--- config.mk ---
export PLATFORM = sky130hd
export DESIGN_NAME = rv32i_fetch_stage_flat
export DESIGN_NICKNAME = d
export VERILOG_FILES = /design/src/rtl/rv32i_fetch_stage_if.sv /design/src/rtl/rv32i_fetch_stage.sv /design/src/flat_wrapper.sv
export SDC_FILE = /design/constraint.sdc
export NUM_CORES = 1
export LEC_CHECK = 0
export ABC_AREA = 1
export BUFFER_PORTS_ARGS = -buffer_cell sky130_fd_sc_hd__buf_2
export CORE_ASPECT_RATIO = 0.7
export CORE_MARGIN = 5
export CORE_UTILIZATION = 55
export CTS_CLUSTER_SIZE = 40
export DETAILED_ROUTE_END_ITERATION = 10
export PLACE_DENSITY = 0.84
export SLEW_MARGIN = 5
export SYNTH_ARGS = -nofsm -noshare
export SYNTH_HDL_FRONTEND = slang
export SYNTH_SLANG_ARGS = --single-unit
--- constraint.sdc ---
create_clock -name clock -period 5.4 [get_ports clock]
set_clock_uncertainty 0.05 [all_clocks]
set_input_delay 1.08 -clock clock [delete_from_list [all_inputs] [get_ports clock]]
set_output_delay 1.08 -clock clock [all_outputs]
set_load 0.01 [all_outputs]
--- src/rtl/rv32i_fetch_stage_if.sv ---
// Decode-side handshake of the instruction-fetch stage.
//   out_valid  fetch -> decode  an {pc, instr} pair is presented
//   out_ready  decode -> fetch  decode accepts when out_valid & out_ready
//   out_pc     fetch -> decode  byte PC of the presented instruction
//   out_instr  fetch -> decode  presented instruction word
// The fetch stage connects through the master modport, decode through the slave modport.
interface rv32i_fetch_stage_if #(
  parameter int unsigned DWIDTH = 32
);
  logic              out_valid;
  logic              out_ready;
  logic [31:0]       out_pc;
  logic [DWIDTH-1:0] out_instr;

  modport master (
    output out_valid,
    output out_pc,
    output out_instr,
    input  out_ready
  );

  modport slave (
    input  out_valid,
    input  out_pc,
    input  out_instr,
    output out_ready
  );
endinterface

--- src/rtl/rv32i_fetch_stage.sv ---
// RV32I instruction-fetch stage sitting directly in front of port A of the instruction ROM.
// Holds the PC, drives the ROM word address, absorbs the ROM's one-cycle registered read and
// hands {pc, instr} pairs to decode through a 2-entry skid FIFO with a bypass path, so a word
// issued in cycle c is presented in cycle c+1 and a steady stream runs at one word per cycle.
// Redirects from execute flush all buffered and in-flight wrong-path words.
//
// Ports
//   clock           single clock, shared with ROM port A
//   reset_n         asynchronous active-low reset
//   fetch_en        1 = new ROM reads may be issued
//   rom_addr        ROM port-A word address (combinational from the fetch address)
//   rom_q           ROM port-A read data, valid the cycle after an issue
//   redirect_valid  1-cycle pulse: restart fetch at redirect_pc
//   redirect_pc     new byte PC (low two bits are dropped)
//   misalign_err    1 in a redirect cycle whose redirect_pc[1:0] != 0
//   dec             decode handshake (out_valid/out_ready/out_pc/out_instr)
module rv32i_fetch_stage #(
  parameter int unsigned AWIDTH   = 13,
  parameter int unsigned DWIDTH   = 32,
  parameter logic [31:0] RESET_PC = 32'h0000_0000
) (
  input  logic                      clock,
  input  logic                      reset_n,
  input  logic                      fetch_en,
  output logic [AWIDTH-1:0]         rom_addr,
  input  logic [DWIDTH-1:0]         rom_q,
  input  logic                      redirect_valid,
  input  logic [31:0]               redirect_pc,
  output logic                      misalign_err,
  rv32i_fetch_stage_if.master       dec
);

  // Architectural fetch state.
  logic [31:0]       pc_q;
  logic [31:0]       req_pc_q;    // PC of the word whose ROM read is in flight
  logic              inflight_q;

  // Skid FIFO, two entries.
  logic [1:0]        count_q;
  logic              rd_ptr_q;
  logic              wr_ptr_q;
  logic [31:0]       fifo_pc_q    [2];
  logic [DWIDTH-1:0] fifo_instr_q [2];

  // Next-state and control.
  logic              redir;
  logic [31:0]       fa;
  logic              fifo_empty;
  logic              pop;
  logic              fifo_push;
  logic              fifo_pop;
  logic [2:0]        occ_next;
  logic              issue;
  logic [1:0]        count_d;

  always_comb begin
    // Redirect is masked during reset so rom_addr shows RESET_PC and no error pulse escapes.
    redir = redirect_valid & reset_n;
    fa    = redir ? {redirect_pc[31:2], 2'b00} : pc_q;

    // Upper PC bits are simply dropped, so the ROM address wraps.
    rom_addr     = fa[AWIDTH+1:2];
    misalign_err = redir & (redirect_pc[1:0] != 2'b00);

    fifo_empty = (count_q == 2'd0);

    // With an empty FIFO the ROM response is presented directly (bypass); otherwise the head
    // of the FIFO is shown and the response goes to the tail.
    dec.out_valid = ~redir & (inflight_q | ~fifo_empty);
    dec.out_pc    = fifo_empty ? req_pc_q : fifo_pc_q[rd_ptr_q];
    dec.out_instr = fifo_empty ? rom_q    : fifo_instr_q[rd_ptr_q];

    pop       = dec.out_valid & dec.out_ready;
    fifo_pop  = pop & ~fifo_empty;
    // The in-flight response is stored unless it leaves immediately via the bypass.
    fifo_push = inflight_q & ~(pop & fifo_empty);

    // Words held after this edge, not counting a new issue. pop implies at least one word
    // exists, so this never underflows.
    occ_next = {1'b0, count_q} + {2'b00, inflight_q} - {2'b00, pop};

    // Issue only if the returning word will have a slot: buffered + inflight <= 2 always.
    issue   = fetch_en & (redir | (occ_next < 3'd2));
    count_d = redir ? 2'd0 : occ_next[1:0];
  end

  always_ff @(posedge clock or negedge reset_n) begin
    if (!reset_n) begin
      pc_q       <= RESET_PC;
      req_pc_q   <= RESET_PC;
      inflight_q <= 1'b0;
      count_q    <= 2'd0;
      rd_ptr_q   <= 1'b0;
      wr_ptr_q   <= 1'b0;
    end else begin
      if (issue) begin
        pc_q     <= fa + 32'd4;
        req_pc_q <= fa;
      end else if (redir) begin
        pc_q     <= fa;
      end
      // A redirect without an issue also clears this, dropping the wrong-path response.
      inflight_q <= issue;
      count_q    <= count_d;
      if (redir) begin
        rd_ptr_q <= 1'b0;
        wr_ptr_q <= 1'b0;
      end else begin
        if (fifo_push) wr_ptr_q <= ~wr_ptr_q;
        if (fifo_pop)  rd_ptr_q <= ~rd_ptr_q;
      end
    end
  end

  // FIFO storage needs no reset: entries are only read when count_q says they are valid.
  always_ff @(posedge clock) begin
    if (!redir && fifo_push) begin
      fifo_pc_q[wr_ptr_q]    <= req_pc_q;
      fifo_instr_q[wr_ptr_q] <= rom_q;
    end
  end

endmodule
--- src/flat_wrapper.sv ---
// flat-port wrapper written by rule: the top's interface ports become plain ports
module rv32i_fetch_stage_flat 
#(
  parameter int unsigned AWIDTH   = 13,
  parameter int unsigned DWIDTH   = 32,
  parameter logic [31:0] RESET_PC = 32'h0000_0000
)
  (clock, reset_n, fetch_en, rom_addr, rom_q, redirect_valid, redirect_pc, misalign_err, dec_out_valid, dec_out_pc, dec_out_instr, dec_out_ready);
  rv32i_fetch_stage_if #(.DWIDTH(DWIDTH)) dec_i ();
  input  logic clock;
  input  logic reset_n;
  input  logic fetch_en;
  output logic [AWIDTH-1:0] rom_addr;
  input  logic [DWIDTH-1:0] rom_q;
  input  logic redirect_valid;
  input  logic [31:0] redirect_pc;
  output logic misalign_err;
  output wire logic [$bits(dec_i.out_valid)-1:0] dec_out_valid;
  output wire logic [$bits(dec_i.out_pc)-1:0] dec_out_pc;
  output wire logic [$bits(dec_i.out_instr)-1:0] dec_out_instr;
  input wire logic [$bits(dec_i.out_ready)-1:0] dec_out_ready;
  assign dec_out_valid = dec_i.out_valid;
  assign dec_out_pc = dec_i.out_pc;
  assign dec_out_instr = dec_i.out_instr;
  assign dec_i.out_ready = dec_out_ready;
  rv32i_fetch_stage #(.AWIDTH(AWIDTH), .DWIDTH(DWIDTH), .RESET_PC(RESET_PC)) u_core (.clock(clock), .reset_n(reset_n), .fetch_en(fetch_en), .rom_addr(rom_addr), .rom_q(rom_q), .redirect_valid(redirect_valid), .redirect_pc(redirect_pc), .misalign_err(misalign_err), .dec(dec_i));
endmodule
# --- Word level (Yosys, flattened, before mapping) ---
# Memory sizes are Yosys's and may differ from the RTL's.
# Index checks and enable logic that the tools add are counted.
classes:
  n_reduce_logical: 7
  bitwise: 15
  add_sub_neg: 3
  order_cmp: 1
  n_mux: 12
ops:
  columns: ["op", "count"]
  rows:
  - ["2-to-1 mux 32 bit", 5]
  - ["adder 32 x 3 -> 32 bit, second input constant", 1]
  - ["AND 1 bit", 8]
  - ["nonzero test 2 bit", 4]
  - ["2-to-1 mux 1 bit", 6]
  - ["inverter 1 bit", 5]
  - ["adder 2 x 1 -> 3 bit", 1]
  - ["< comparator 3 x 2 -> 1 bit, second input constant", 1]
  - ["subtractor 3 x 1 -> 3 bit", 1]
  - ["zero test 2 bit", 1]
  - ["2-to-1 mux 2 bit", 1]
  - ["bitwise OR 1 bit", 2]
  - ["logical AND 1 bit", 1]
  - ["zero test 1 bit", 1]
totals:
  memories: 2
  elab_cells: 46
  ramBits: 128
  ff_bits: 69
  out_inout_bits: 79
mem_list:
  columns: ["memory", "words", "word_bits", "read_ports", "rd_clocked_by_memory_dff", "wr", "line", "text"]
  rows:
  - ["u_core.fifo_instr_q", 2, 32, 1, 0, 1, "rv32i_fetch_stage.sv:43", "logic [DWIDTH-1:0] fifo_instr_q [2];"]
  - ["u_core.fifo_pc_q", 2, 32, 1, 0, 1, "rv32i_fetch_stage.sv:42", "logic [31:0] fifo_pc_q [2];"]

# --- Depth between registers and ports, before layout ---
# Gate-level depths: netlist of the first run.
logic_depth:
  ltp_word: 11
  depth_mapped: 20

# --- Least setup slack after synthesis of the first run ---
# OpenSTA, ideal clock, no wires.
synth_timing:
  kind: "in2reg"
  start: "in redirect_valid"
  end: "mem u_core.fifo_instr_q[0][0], enable pin"
  path_stages: 8
  slack_ns: 0.347
  n_path_buf: 1
  t_arrival_ns: 4.517
  t_required_ns: 4.864
  setup_time_ns: 0.486
  cell_sequence: "nand2_4 -> inv_2 -> buf_4 -> a21oi_1 -> and2_1 -> a21oi_1 -> nand2_1 -> nor2_1"
synth_between:
  elab_chain_len: 10
  elab_cells_between_ends: 11
synth_lines:
  columns: ["item", "line", "text"]
  rows:
  - ["from (decl)", "flat_wrapper.sv:15", "input logic redirect_valid;"]
  - ["AND 1 bit", "rv32i_fetch_stage.sv:58", "redir = redirect_valid & reset_n;"]
  - ["inverter 1 bit", "rv32i_fetch_stage.sv:69", "dec.out_valid = ~redir & (inflight_q | ~fifo_empty);"]
  - ["AND 1 bit", "rv32i_fetch_stage.sv:69", null]
  - ["via dec_out_valid", "flat_wrapper.sv:18", "output wire logic [$bits(dec_i.out_valid)-1:0] dec_out_valid;"]
  - ["AND 1 bit", "rv32i_fetch_stage.sv:73", "pop = dec.out_valid & dec.out_ready;"]
  - ["AND 1 bit", "rv32i_fetch_stage.sv:76", "fifo_push = inflight_q & ~(pop & fifo_empty);"]
  - ["inverter 1 bit", "rv32i_fetch_stage.sv:76", null]
  - ["AND 1 bit", "rv32i_fetch_stage.sv:76", null]
  - ["logical AND 1 bit", "rv32i_fetch_stage.sv:117", "if (!redir && fifo_push) begin"]
  - ["2-to-1 mux 1 bit", "rv32i_fetch_stage.sv:117", null]
  - ["2-to-1 mux 1 bit (implied by the code)", "rv32i_fetch_stage.sv:119", "fifo_instr_q[wr_ptr_q] <= rom_q;"]
  - ["to (decl)", "rv32i_fetch_stage.sv:43", null]
# The timed path passes the listed nets, and every way through them passes these cells.

# --- Worst setup path after layout of the first run ---
layout_timing:
  start: "in redirect_valid"
  end: "reg u_core.pc_q[19]"
layout_between:
  elab_chain_len: 9
  elab_cells_between_ends: 13
layout_lines:
  columns: ["item", "line", "text"]
  rows:
  - ["AND 1 bit (*)", "rv32i_fetch_stage.sv:58", null]
  - ["inverter 1 bit", "rv32i_fetch_stage.sv:69", null]
  - ["AND 1 bit", "rv32i_fetch_stage.sv:69", null]
  - ["AND 1 bit", "rv32i_fetch_stage.sv:73", null]
  - ["subtractor 3 x 1 -> 3 bit", "rv32i_fetch_stage.sv:80", "occ_next = {1'b0, count_q} + {2'b00, inflight_q} - {2'b00, pop};"]
  - ["< comparator 3 x 2 -> 1 bit", "rv32i_fetch_stage.sv:83", "issue = fetch_en & (redir | (occ_next < 3'd2));"]
  - ["bitwise OR 1 bit", "rv32i_fetch_stage.sv:83", null]
  - ["AND 1 bit", "rv32i_fetch_stage.sv:83", null]
  - ["2-to-1 mux 32 bit / nonzero test 2 bit (equally long branches)", null, null]
  - ["to (signal assigned)", "rv32i_fetch_stage.sv:97", "pc_q <= fa + 32'd4;"]
  - ["to (decl)", "rv32i_fetch_stage.sv:34", "logic [31:0] pc_q;"]
# Mark *: on every way between the ends. The rest lies on a longest branch, timed or not. The select of a mux whose other input is x is not followed.
# A chain may end at the register's enable or synchronous reset.

==> metrics, run 1 <==
total CTS buffers 17; Min Clock Period, post-route 4171 ps; Relative slew margins 0.4270; Crit Path Category primary input to register; reg-to-reg startpoint u_core.count_q[1]; critical hold path startpoint u_core.pc_q[0]; Setup WS post-layout between 1000 and 1500 ps; worst slew pin tran around 860 ps; Placeable Area 16200 sq um; final period utilization 0.7725; r2r worst-path depth 14; DR vias roughly 7100; Worst Hold End u_core.pc_q[0]; Critical Path Start Type primary input; worst hold stages 2; synthesis-stage register bit count just under 200; Via density 5.418; worst skew pair latency 430 ps; Setup Buffers After CTS 0; final hold vios 0; Synth top area share 0.4255; CP max FO 26; critical path capture point type register; TNS Setup 0 ps; Starting Density 0.5575; setup slack at placement slightly above 800 ps; initial antenna violation count 0; unrepaired setup endpoints after global routing no; Cell Area, Placed just under 10000 sq um; CP max stage delay approximately 570 ps; highest clock rate approximately 0.24 GHz; sequential share of the synthesized area 0.6167; Slowest-stage cell, CP a21oi_4; worst path cell trace buf_2 > nand2_4 > inv_2 > a21oi_1 > and2_1 > ha_1 > inv_1 > ha_1 > fa_1 > nand2_1 > nand2_1 > a21oi_4 > nand2_1 > nor2_1 > nand2_1 > xor2_1; io pins around 150; Arr. time, crit path approximately 4400 ps; syn avg cell area 9.438 sq um; Setup-failing EPs final 0; nets 1146; DRC viols 0; Antenna Cells 0; post-route ant nets 0; total grt overflow 0; synthesis-to-finish area growth 15.25%; Yosys top cell by area edfxtp_1; I/O Buffers around 150; die width about 160 microns; GPL Wtd Cong around 0.94; Reg2Reg Capture Point u_core.pc_q[19]; WP data required 5650 ps; Post-CTS Resized 0; DRT iter0 DRCs slightly below 800; DIE HEIGHT ~120 microns; crit-path most repeated cell nand2_1; Synth Warn # 0; # fillers approximately 1300; layout cell share with drive strength beyond 1 0.1961; Cells after Synth between 900 and 1000; vias in the first global route 6708; largest net degree at the start of global routing 66; syn nets slightly above 1000; VDD IR-drop max around 0.00043 V; post-detail-place hpwl 14350 microns; synth top area cells edfxtp_1 (43%), dfrtp_1 (19%), nand2_1 (10%); TritonCTS clock tree built; Root Driver clkbuf_16; Netlist cell types 34; post-route cell area approximately 10000 sq um; # hold bufs at CTS 0; Post-Syn Area roughly 9000 sq um; total power 5.769 mW; r2r setup slk about 2000 ps; global-route wire length before repair 34580 microns; CTS Buffer Depth 2; clock-pin slew on the worst setup and hold paths roughly 70 ps; Pre-Repair DR Iteration Count 6; Post-Route WL between 20000 and 25000 microns; maxcap violations 0; htree depth 4; Die ar. 19130 sq um; Core Rows 39; Leak between 4 and 5 nW; WL/cell 16.53 microns; total track usage 0.2318; CTS sink cnt 197; fin. max-slew vios 0; outcome finished, final reports clean; Tightest Hold Check Type register to register; Power Density 554.2 nW/um^2
cells by family (layout without fill, tap and decap cells):
group / Yosys count / count (layout) / synth area share
AND/OR/NAND/NOR: 434 / 434 / 0.1982
buffers and inverters: 127 / 256 / 0.06275
adder cells (fa/ha/maj): 4 / 4 / 0.006373
flip-flops: 197 / 197 / 0.6167
AO/OA/AOI/OAI: 182 / 182 / 0.1033
XOR/XNOR: 13 / 13 / 0.01261
cell type report:
class / instances / area, sq um / area share
clock buffer: 18 / 429.2 / 0.04123
clock inverter: 14 / 123.9 / 0.01190
inverter: 68 / 255.2 / 0.02452
multi-input combinational: 633 / 2918 / 0.2803
sequential: 197 / 5572 / 0.5352
tap: 225 / 281.5 / 0.02704
timing repair buffer: 156 / 830.8 / 0.07981
metal layers:
metal / track usage / vias up / wire (microns)
li1: - / 3401 / -
met5: 0 / - / 0
met4: 0.06648 / 0 / 262
met2: 0.3511 / 305 / 9522
met3: 0.04795 / 21 / 1894
met1: 0.3446 / 3376 / 9987
stage by stage:
step	std cells	hold slack (ps)	utilization
floorplan	957	398.8	-
global placement	1279	430.5	0.6084
detailed placement	1279	432.5	0.6084
CTS	1311	449.1	0.6426
global route	1311	463.0	0.6426
finish	1311	445.7	0.6426
critical path, delay by kind of cell:
| family | cells | cell delay (ps) |
|---|---|---|
| buffers and inverters | 3 | 610 |
| AND/OR/NAND/NOR | 7 | 1020 |
| XOR/XNOR | 1 | 150 |
| AO/OA/AOI/OAI | 2 | 640 |
| adder cells (fa/ha/maj) | 3 | 900 |
sequential cells by signal, summed over array words and instances (netlist names):
register	count
u_core.req_pc_q	32
u_core.inflight_q	1
u_core.wr_ptr_q	1
u_core.fifo_pc_q	64
u_core.pc_q	32
u_core.count_q	2
u_core.fifo_instr_q	64
u_core.rd_ptr_q	1
synthesized netlist by cell type, drive strengths merged:
cell	count
a21oi	136
a31oi	4
and2	1
buf	38
clkbuf	21
dfrtp	69
edfxtp	128
fa	1
ha	3
inv	68
nand2	256
nand3	44
nand3b	1
nand4	6
nor2	118
nor3	6
nor4	1
o211ai	1
o21a	1
o21ai	39
o22ai	1
or2	1
xor2	13
how the worst max path moves through the flow:
stage                                            to           start  slack (ps)  depth (start not counted)
after floorplan           u_core.fifo_instr_q[0][0]  redirect_valid         350                          8
after global placement              u_core.pc_q[19]  redirect_valid         970                         16
after detailed placement            u_core.pc_q[19]  redirect_valid         820                         16
after CTS                           u_core.pc_q[19]  redirect_valid        1270                         16
after global routing                u_core.pc_q[19]  redirect_valid         980                         16
final                               u_core.pc_q[19]  redirect_valid        1230                         16
cell usage in the layout (no fill, tap or decap), types with 5 or more instances in the layout:
cell type,count
inv_1,64
nand2_2,7
nand4_1,6
nor2_2,5
o21ai_0,36
nor2_1,110
clkbuf_16,17
nand3_1,43
xor2_1,13
nand2_1,246
buf_2,146
dfrtp_1,68
a21oi_1,135
buf_4,8
edfxtp_1,128
where the power goes:
| group | switching [mW] | internal (mW) |
|---|---|---|
| clock | 0.555 | 0.639 |
| sequential | 0.196 | 2.03 |
| combinational | 1.59 | 0.766 |
(Power assumes the default switching activity.)
==> run 2, diff against run 1 <==
--- a/config.mk
+++ b/config.mk
@@ -9,10 +9,10 @@
 export BUFFER_PORTS_ARGS = -buffer_cell sky130_fd_sc_hd__buf_2
 export CORE_ASPECT_RATIO = 0.7
 export CORE_MARGIN = 5
-export CORE_UTILIZATION = 55
+export CORE_UTILIZATION = 51
 export CTS_CLUSTER_SIZE = 40
 export DETAILED_ROUTE_END_ITERATION = 10
-export PLACE_DENSITY = 0.84
+export PLACE_DENSITY = 0.82
 export SLEW_MARGIN = 5
 export SYNTH_ARGS = -nofsm -noshare
 export SYNTH_HDL_FRONTEND = slang
==> constraint.sdc (replaced) <==
create_clock -name clock -period 3.38 [get_ports clock]
set_clock_uncertainty 0.05 [all_clocks]
set_input_delay 0.676 -clock clock [delete_from_list [all_inputs] [get_ports clock]]
set_output_delay 0.676 -clock clock [all_outputs]
set_load 0.01 [all_outputs]
==> run 2 against run 1 <==
Effect of this change:
- global-route usage fell by 1.3 points
- combinational power increased by 69%
- core utilization decreased by 2.8 points
- design area is 2.0% higher
- die area is 7.3% higher
- routed wire length up 2.6%
- cell count up 2.1%
- sequential share of layout area is 1.1 points lower
- worst hold slack lost 130 ps
- non-clock buffer count increased by 22
- register-to-register slack worse by 1600 ps
- critical endpoint is now dec_out_instr[9]
==> metrics, run 2 (same netlist as run 1, synthesis figures left out) <==
Cell Area, Placed 10050 sq um (was 9857 sq um); final hold vios 0 (unchanged); commonest cells after routing, fill and taps aside nand2_1 (246), buf_2 (146), a21oi_1 (135) (unchanged); total CTS buffers 17 (unchanged); largest net degree at the start of global routing 67 (was 66); Setup Buffers After CTS 0 (unchanged); total track usage 0.2183 (was 0.2318); worst slew pin tran 761.9 ps (was 857.5 ps); maxcap violations 0 (unchanged); CTS Buffer Depth 2 (unchanged); r2r setup slk 330 ps (was 1950 ps); CTS sink cnt 197 (unchanged); Setup-failing EPs final 0 (unchanged); clock-pin slew on the worst setup and hold paths 70 ps (about the same); CP max FO 66 (was 26); Crit path depth 7 (was 16); Relative slew margins 0.4921 (was 0.4270); global-route wire length before repair 35270 microns (was 34580 microns); Min Clock Period, post-route roughly 3100 ps; critical path buffer and inverter count 4 (was 3); Leak 4.646 nW (was 4.511 nW); area occupied by multi-input gates 2918 sq um (unchanged); htree depth 4 (unchanged); nets 1168 (was 1146); Core Rows 40 (was 39); synthesis-to-finish area growth 17.56% (was 15.25%); Post-CTS Resized 0 (unchanged); total grt overflow 0 (unchanged); Placeable Area 17270 sq um (was 16200 sq um); clock share of power 0.205 (was 0.207); outcome finished, final reports clean (unchanged); # fillers 1484 (was 1340); critical path startpoint u_core.count_q[1] (was redirect_valid); Root Driver clkbuf_16 (unchanged); Pre-Repair DR Iteration Count 5 (was 6); critical path capture point type output pin (was register); highest clock rate between 0.3 and 0.4 GHz; WL/cell 16.61 microns (was 16.53 microns); vias in the first global route 6690 (was 6708); post-route ant nets 0 (unchanged); Post-Route WL 22240 microns (was 21670 microns); sequential standard cell area 5572 sq um (unchanged); Int Pwr 5.600 mW (was 3.431 mW); Die ar. 20510 sq um (was 19130 sq um); Tightest Hold Check Type primary input to asynchronous set/reset pin (was register to register); Arr. time, crit path 2350 ps (was 4420 ps); VDD IR-drop max 0.0006635 V (was 0.0004332 V); worst path cell trace nor2_4 > buf_4 > inv_2 > buf_4 > nor2_1 > a21oi_1 > buf_2 (was buf_2 > nand2_4 > inv_2 > a21oi_1 > and2_1 > ha_1 > inv_1 > ha_1 > fa_1 > nand2_1 > nand2_1 > a21oi_4 > nand2_1 > nor2_1 > nand2_1 > xor2_1); CP max stage delay 610 ps (was 570 ps); layout cell share with drive strength beyond 1 0.2139 (was 0.1961); crit-path most repeated cell buf_4 (was nand2_1); final period utilization 0.9102; sw frac 0.4071 (was 0.4053); initial antenna violation count 0 (unchanged); DRT iter0 DRCs 833 (was 783); Reg2Reg Capture Point u_core.pc_q[21] (was u_core.pc_q[19]); die width 169.1 microns (was 163.2 microns); Via density 5.272 (was 5.418); Power Density 889.6 nW/um^2 (was 554.2 nW/um^2); Setup WS post-layout 303.5 ps (was 1229 ps); WHS 311.5 ps (was 445.7 ps); io pins 148 (unchanged); unrepaired setup endpoints after global routing no (unchanged); DR vias 7059 (was 7103); WP data required 2650 ps (was 5650 ps); GPL Wtd Cong 0.9871 (was 0.9414); combinational share of power 0.420 (was 0.408); register share of total power 0.376 (was 0.385); reg-to-reg startpoint u_core.count_q[1] (unchanged); post-route cell area 10620 sq um (was 10410 sq um); Layout Utilization 0.6150 (was 0.6426); critical path's top delay family buffers and inverters (was simple AND/OR/NAND/NOR gates); Antenna Cells 0 (unchanged); Slowest-stage cell, CP buf_4 (was a21oi_4); most common cell after layout, fill and taps aside nand2_1 (unchanged); Starting Density 0.5231 (was 0.5575); DRC viols 0 (unchanged); TNS Setup 0 ps (unchanged); r2r worst-path depth 16 (was 14); TritonCTS clock tree built (unchanged); fin. max-slew vios 0 (unchanged); Crit Path Category register to output pin (was primary input to register); leading registers by flop count u_core.fifo_instr_q (64), u_core.fifo_pc_q (64) (unchanged); post-detail-place hpwl 15260 microns (was 14350 microns); Critical Path Start Type register (was primary input); # hold bufs at CTS 0 (unchanged); setup slack at placement -43.39 ps (was 820.1 ps); DIE HEIGHT 121.3 microns (was 117.2 microns); I/O Buffers 147 (unchanged); worst skew pair latency 430 ps (about the same); Net Switching 3.846 mW (was 2.338 mW)
-- run 2: layout make-up --
cell class / instances / area share
flip-flops and latches: 197 / 0.5247
multi-input cells: 633 / 0.2748
repair buffers: 178 / 0.09615
clock buffers: 19 / 0.04077
well taps: 231 / 0.02722
inverters: 68 / 0.02404
clock inverters: 13 / 0.01237
-- run 2: worst register-to-register path: stages (launching register included) --
cell and delay, ps:
dfrtp_1 430, nor2_4 130, a21oi_1 90, and2_1 160
ha_1 280, inv_1 40, ha_1 180, fa_1 440
nand2_1 100, nand2_1 110, inv_1 70, nand2_1 110
nor2_1 190, nand2_1 130, nor2_2 190, nand2_1 90
xor2_1 160
-- run 2: routing by layer --
layer / global-route usage / routed length (microns) / share of wire
met3: 0.04591 / 1514 / 0.068
met1: 0.3325 / 10550 / 0.47
met4: 0.04173 / 236 / 0.011
met5: 0 / 0 / 0
met2: 0.3267 / 9941 / 0.45
-- run 2: power groups by stage --
stage | combinational (mW) | clock [mW] | sequential [mW]
after global placement | 3.89 | 0 | 3.56
final | 3.97 | 1.93 | 3.55
after floorplan | 2.49 | 0 | 3.48
after global routing | 4.44 | 2.08 | 3.60
after detailed placement | 3.99 | 0 | 3.59
after CTS | 4.00 | 1.97 | 3.54
-- run 2: worst max-delay path by stage --
stage	end	slack, ps
floorplan	u_core.fifo_instr_q[0][0]	-220
global placement	u_core.pc_q[28]	130
detailed placement	u_core.pc_q[21]	-40
CTS	dec_out_instr[19]	260
global route	u_core.pc_q[24]	110
finish	dec_out_instr[9]	300
-- run 2: metrics by stage --
step	power, mW	cells
finish	9.447	1339
floorplan	5.972	957
global route	10.12	1339
CTS	9.512	1339
detailed placement	7.575	1307
global placement	7.454	1307
